$ cat src/rtl/dmem_arbiter.sv
// rtl/dmem_arbiter.sv - two-requester data-memory port arbiter with bounded-burst fairness
//
// Ports:
//   clk_in, reset (async, active-low)
//   req/we/addr/wdata 0,1   : requester 0 = CPU load/store, requester 1 = loader/debug
//   gnt0/gnt1               : access issued to memory this cycle (combinational)
//   rvalid0/rvalid1, rdata  : read return, one cycle after a read grant
//   cpu_stall               : CPU requesting but not granted
//   mem_cs/we/addr/wdata    : memory command, zero when nothing is granted
//   mem_rdata               : synchronous-read memory output
module dmem_arbiter #(
    parameter int ADDR_W    = 11,
    parameter int DATA_W    = 32,
    parameter int BURST_MAX = 4
) (
    input  logic              clk_in,
    input  logic              reset,
    input  logic              req0,
    input  logic              we0,
    input  logic [ADDR_W-1:0] addr0,
    input  logic [DATA_W-1:0] wdata0,
    input  logic              req1,
    input  logic              we1,
    input  logic [ADDR_W-1:0] addr1,
    input  logic [DATA_W-1:0] wdata1,
    output logic              gnt0,
    output logic              gnt1,
    output logic              rvalid0,
    output logic              rvalid1,
    output logic [DATA_W-1:0] rdata,
    output logic              cpu_stall,
    output logic              mem_cs,
    output logic              mem_we,
    output logic [ADDR_W-1:0] mem_addr,
    output logic [DATA_W-1:0] mem_wdata,
    input  logic [DATA_W-1:0] mem_rdata
);

    typedef enum logic [1:0] {
        IDLE = 2'd0,
        OWN0 = 2'd1,
        OWN1 = 2'd2
    } owner_t;

    localparam logic [2:0] BURST_LIM = 3'(BURST_MAX);

    owner_t     owner, owner_next;
    logic [2:0] burst_cnt, burst_cnt_next;
    logic       g0_raw, g1_raw;
    logic       at_limit;

    always_ff @(posedge clk_in or negedge reset) begin
        if (!reset) begin
            owner     <= IDLE;
            burst_cnt <= 3'd0;
        end else begin
            owner     <= owner_next;
            burst_cnt <= burst_cnt_next;
        end
    end

    assign at_limit = (burst_cnt == BURST_LIM);

    always_comb begin
        g0_raw         = 1'b0;
        g1_raw         = 1'b0;
        owner_next     = IDLE;
        burst_cnt_next = 3'd0;

        // The owner keeps the port while the other side is idle, or while it
        // has not yet used up its burst allowance under contention.
        case (owner)
            OWN0: begin
                if (req0 && (!req1 || !at_limit)) g0_raw = 1'b1;
                else if (req1)                    g1_raw = 1'b1;
            end
            OWN1: begin
                if (req1 && (!req0 || !at_limit)) g1_raw = 1'b1;
                else if (req0)                    g0_raw = 1'b1;
            end
            default: begin
                if (req0)      g0_raw = 1'b1;
                else if (req1) g1_raw = 1'b1;
            end
        endcase

        if (g0_raw) begin
            owner_next     = OWN0;
            burst_cnt_next = (owner == OWN0) ? (at_limit ? burst_cnt : burst_cnt + 3'd1) : 3'd1;
        end else if (g1_raw) begin
            owner_next     = OWN1;
            burst_cnt_next = (owner == OWN1) ? (at_limit ? burst_cnt : burst_cnt + 3'd1) : 3'd1;
        end
    end

    // Grants are suppressed while reset is held so memory sees no access.
    assign gnt0      = g0_raw & reset;
    assign gnt1      = g1_raw & reset;
    assign cpu_stall = req0 & ~gnt0;

    assign mem_cs    = gnt0 | gnt1;
    assign mem_we    = gnt0 ? we0    : (gnt1 ? we1    : 1'b0);
    assign mem_addr  = gnt0 ? addr0  : (gnt1 ? addr1  : '0);
    assign mem_wdata = gnt0 ? wdata0 : (gnt1 ? wdata1 : '0);

    always_ff @(posedge clk_in or negedge reset) begin
        if (!reset) begin
            rvalid0 <= 1'b0;
            rvalid1 <= 1'b0;
        end else begin
            rvalid0 <= gnt0 & ~we0;
            rvalid1 <= gnt1 & ~we1;
        end
    end

    assign rdata = mem_rdata;

endmodule
$ cat config.mk
export PLATFORM = sky130hd
export DESIGN_NAME = dmem_arbiter
export DESIGN_NICKNAME = d
export VERILOG_FILES = /design/src/rtl/dmem_arbiter.sv
export SDC_FILE = /design/constraint.sdc
export NUM_CORES = 1
export LEC_CHECK = 0
export ABC_AREA = 0
export CAP_MARGIN = 10
export CORE_AREA = 8 8 74 76
export CTS_CLUSTER_DIAMETER = 100
export DETAILED_ROUTE_END_ITERATION = 12
export DIE_AREA = 0 0 82 84
export DONT_BUFFER_PORTS = 1
export HOLD_SLACK_MARGIN = 0.08
export SLEW_MARGIN = 20
export SYNTH_ARGS = -nofsm -noshare
export SYNTH_HDL_FRONTEND = slang
export SYNTH_SLANG_ARGS = --single-unit
$ cat constraint.sdc
create_clock -name clk_in -period 4 [get_ports clk_in]
set_input_delay 0.4 -clock clk_in [delete_from_list [all_inputs] [get_ports clk_in]]
set_output_delay 0.4 -clock clk_in [all_outputs]
set_load 0.005 [all_outputs]
==> metrics <==
Avg Vias per Cell=6.54; Critical path origin=burst_cnt[0]; global-route usage over all layers=13.1%; beginning of the worst register-to-register path=burst_cnt[0]; EDFF count, synth=0; Period minus WS final=3070 ps; total vias in the final route=1020; post-synth cell types=33; Warnings, synthesis=0; router iterations before antenna repair=6; critical path start-end classification=flip-flop to output port; area growth from synthesis to layout=-14.0%; number of nets in the final layout=233; Max Cap Violations=0; height of the chip=84 um; number of buffer and inverter instances along the worst setup path=2; Crit path arrival time=2670 ps; max-slew headroom at the worst pin=46.4%; antenna diode count=0; Hold Path Class=input pin to flip-flop; Post-route DRC=0; final hold violations=0; fmax=326 MHz; largest vdd supply drop=0.000148 V; critical path required time=3600 ps; cell-internal power=0.349 mW; total number of placement rows=24; category of the worst setup path capture point=output port; Seq pwr share=16.1%; Worst path top cell family by delay=compound AO/OA/AOI/OAI gates; Psw=0.314 mW; synthesized netlist net count=268; RSZ-0062 raised after global routing=no; r2r worst-path depth=6; antenna violations before repair=0; vias in the first global route=1075; num ports=206; Root Buffer Master=sky130_fd_sc_hd__clkbuf_8; clock latency on the worst-skew pair=230 ps; clock tree from TritonCTS=built; number of gates on the worst path with buffers counted=7; Crit-path slowest cell=sky130_fd_sc_hd__o211a_1; portion of total power attributed to the clock network=15.2%; total setup violations reported at the end of the flow=0; wire length after detailed routing=4980 um; maximum clock path buffer count=2; number of levels the H-tree was split into=1; layout cells sized above 1=4.81%; destination of the worst register-to-register timing path=rvalid0; status=completed; crit path launch type=flip-flop; number of port buffers=0; combinational group share of total power=68.7%; number of instances in the synthesized netlist=140; most common library cells after synthesis=sky130_fd_sc_hd__a22o_1, sky130_fd_sc_hd__buf_4, sky130_fd_sc_hd__inv_1, sky130_fd_sc_hd__dfrtp_1, sky130_fd_sc_hd__buf_2; estimated wirelength of the detail-placed design=4260 um; Largest stage delay, worst path=530 ps; number of antenna-violating nets in the routed design=0; cell with the most instances after synthesis=sky130_fd_sc_hd__a22o_1; Yosys top cell area share=32.1%; cts bufs inserted=3; average cell area after synthesis=8.39 sq um; effective utilization at floorplan=27.6%; Worst Max-Slew Pin Slew=804 ps; total die area=6890 sq um; power density relative to cell area=656 nW/um^2; total overflow reported by the global router=0; buffer count from post-CTS setup fixing=0; number of max-slew violations in the final report=0; total clock sinks=7; violation count after the first detailed-route iteration=61; leakage power of the design=0.442 nW; CORE AREA=4260 sq um; post-synthesis instance area=1170 sq um; largest net degree at the start of global routing=26; first-pass GRT wire length=6810 um; sw frac=47.4%; top flip-flop cell by instance count after synthesis=sky130_fd_sc_hd__dfrtp_1; cells along the critical path=inv_1 > ha_1 > and3_1 > o32a_1 > o211a_1 > buf_4 > a22o_1; post-CTS clock slew at the launch and capture registers of the worst setup and hold paths=40 ps; width of the die=82 um; Routability Congestion=0.855; library cell occupying the most area in the post-synthesis netlist=sky130_fd_sc_hd__a22o_1; FF+latch count, synth=7; internal reg-to-reg setup slack=1840 ps; Worst Hold Margin=231 ps; wire length per cell after detailed routing=31.9 um; Critical Path End=mem_wdata[18]; Async SR Flop Fraction=100%; peak fanout along the critical path=25; main area contributors after synthesis=sky130_fd_sc_hd__a22o_1, sky130_fd_sc_hd__buf_4, sky130_fd_sc_hd__dfrtp_1; final worst-path cycle share=76.8%; share of synthesized area occupied by flip-flops and latches=14.9%; post-route clock skew=0.327 ps; Total Neg Setup Slack=0 ps
==> per-stage QoR <==
step / cells / total power [mW] / util (%) / cell area [sq um] / worst slack (ps)
after floorplan: 140 / 0.507 / - / 1170 / 1720
after global placement: 151 / 0.556 / 22.4 / 956 / 1200
after detailed placement: 151 / 0.562 / 22.4 / 956 / 1170
after CTS: 156 / 0.673 / 23.7 / 1010 / 914
after global routing: 156 / 0.722 / 23.7 / 1010 / 689
final: 156 / 0.663 / 23.7 / 1010 / 930
==> worst reg2reg max path, delay by kind of cell (launching register included) <==
| kind | cells | cell delay, ps |
|---|---|---|
| fa+ha+maj | 1 | 250 |
| buf+inv | 1 | 60 |
| simple gates | 2 | 490 |
| compound gates | 2 | 870 |
| flops | 1 | 380 |
==> cells by family (layout without fill, tap and decap cells) <==
group                    count (synthesis)  in the layout  share of synthesized area (%)
adder cells (fa/ha/maj)                  4              4                           4.26
multiplexers                             1              1                          0.852
XOR/XNOR                                 1              1                          0.746
AND/OR/NAND/NOR                         19             19                           10.2
flip-flops                               7              7                           14.9
AO/OA/AOI/OAI                           56             56                           39.6
buffers and inverters                   52             16                           29.4
==> power by group through the flow <==
stage	sequential (mW)	clock, mW	combinational, mW
after floorplan	0.105	0	0.402
after global placement	0.107	0	0.449
after detailed placement	0.108	0	0.454
after CTS	0.107	0.105	0.461
after global routing	0.110	0.109	0.502
final	0.107	0.101	0.456
==> placed cells by master, fill, tap and decap left out, types with 2 or more instances in the layout <==
| master | n |
|---|---|
| sky130_fd_sc_hd__clkbuf_8 | 3 |
| sky130_fd_sc_hd__and3_1 | 2 |
| sky130_fd_sc_hd__o211ai_1 | 2 |
| sky130_fd_sc_hd__nor4_1 | 2 |
| sky130_fd_sc_hd__inv_1 | 9 |
| sky130_fd_sc_hd__o21ai_0 | 3 |
| sky130_fd_sc_hd__nor2b_1 | 2 |
| sky130_fd_sc_hd__ha_1 | 4 |
| sky130_fd_sc_hd__nand2_1 | 2 |
| sky130_fd_sc_hd__nand4_1 | 2 |
| sky130_fd_sc_hd__a21oi_1 | 2 |
| sky130_fd_sc_hd__a22o_1 | 43 |
| sky130_fd_sc_hd__dfrtp_1 | 7 |
==> what timing repair did <==
action	CTS	global route
resized for setup	0	0
hold endpoints to repair	7	0
hold buffers	1	0
==> area by class of cell <==
cell class,instances,area (sq um)
clock buffers,4,45.0
inverters,9,33.8
fillers,466,3250
repair buffers,3,37.5
multi-input cells,81,654
flip-flops and latches,7,175
well taps,52,65.1
==> metal layers <==
layer	vias up	wire length [um]	track usage (%)	part of all wire (%)
met5	-	0	0	0
met2	97	2440	21.2	49
li1	427	-	-	-
met1	478	1550	12.1	31
met4	0	118	6.39	2.4
met3	18	869	8.94	17
==> state kept, by name (all words and copies together) (netlist names) <==
register	count
rvalid0	1
burst_cnt	3
rvalid1	1
owner	2
==> worst min-delay path by stage <==
stage | to | cells after the start | startpoint
floorplan | burst_cnt[0] | 0 | reset
detailed placement | burst_cnt[2] | 0 | reset
global placement | burst_cnt[2] | 0 | reset
CTS | rvalid0 | 1 | we0
finish | rvalid0 | 1 | we0
global route | rvalid0 | 1 | we0
No activity file was read; power rests on OpenSTA's default activity.
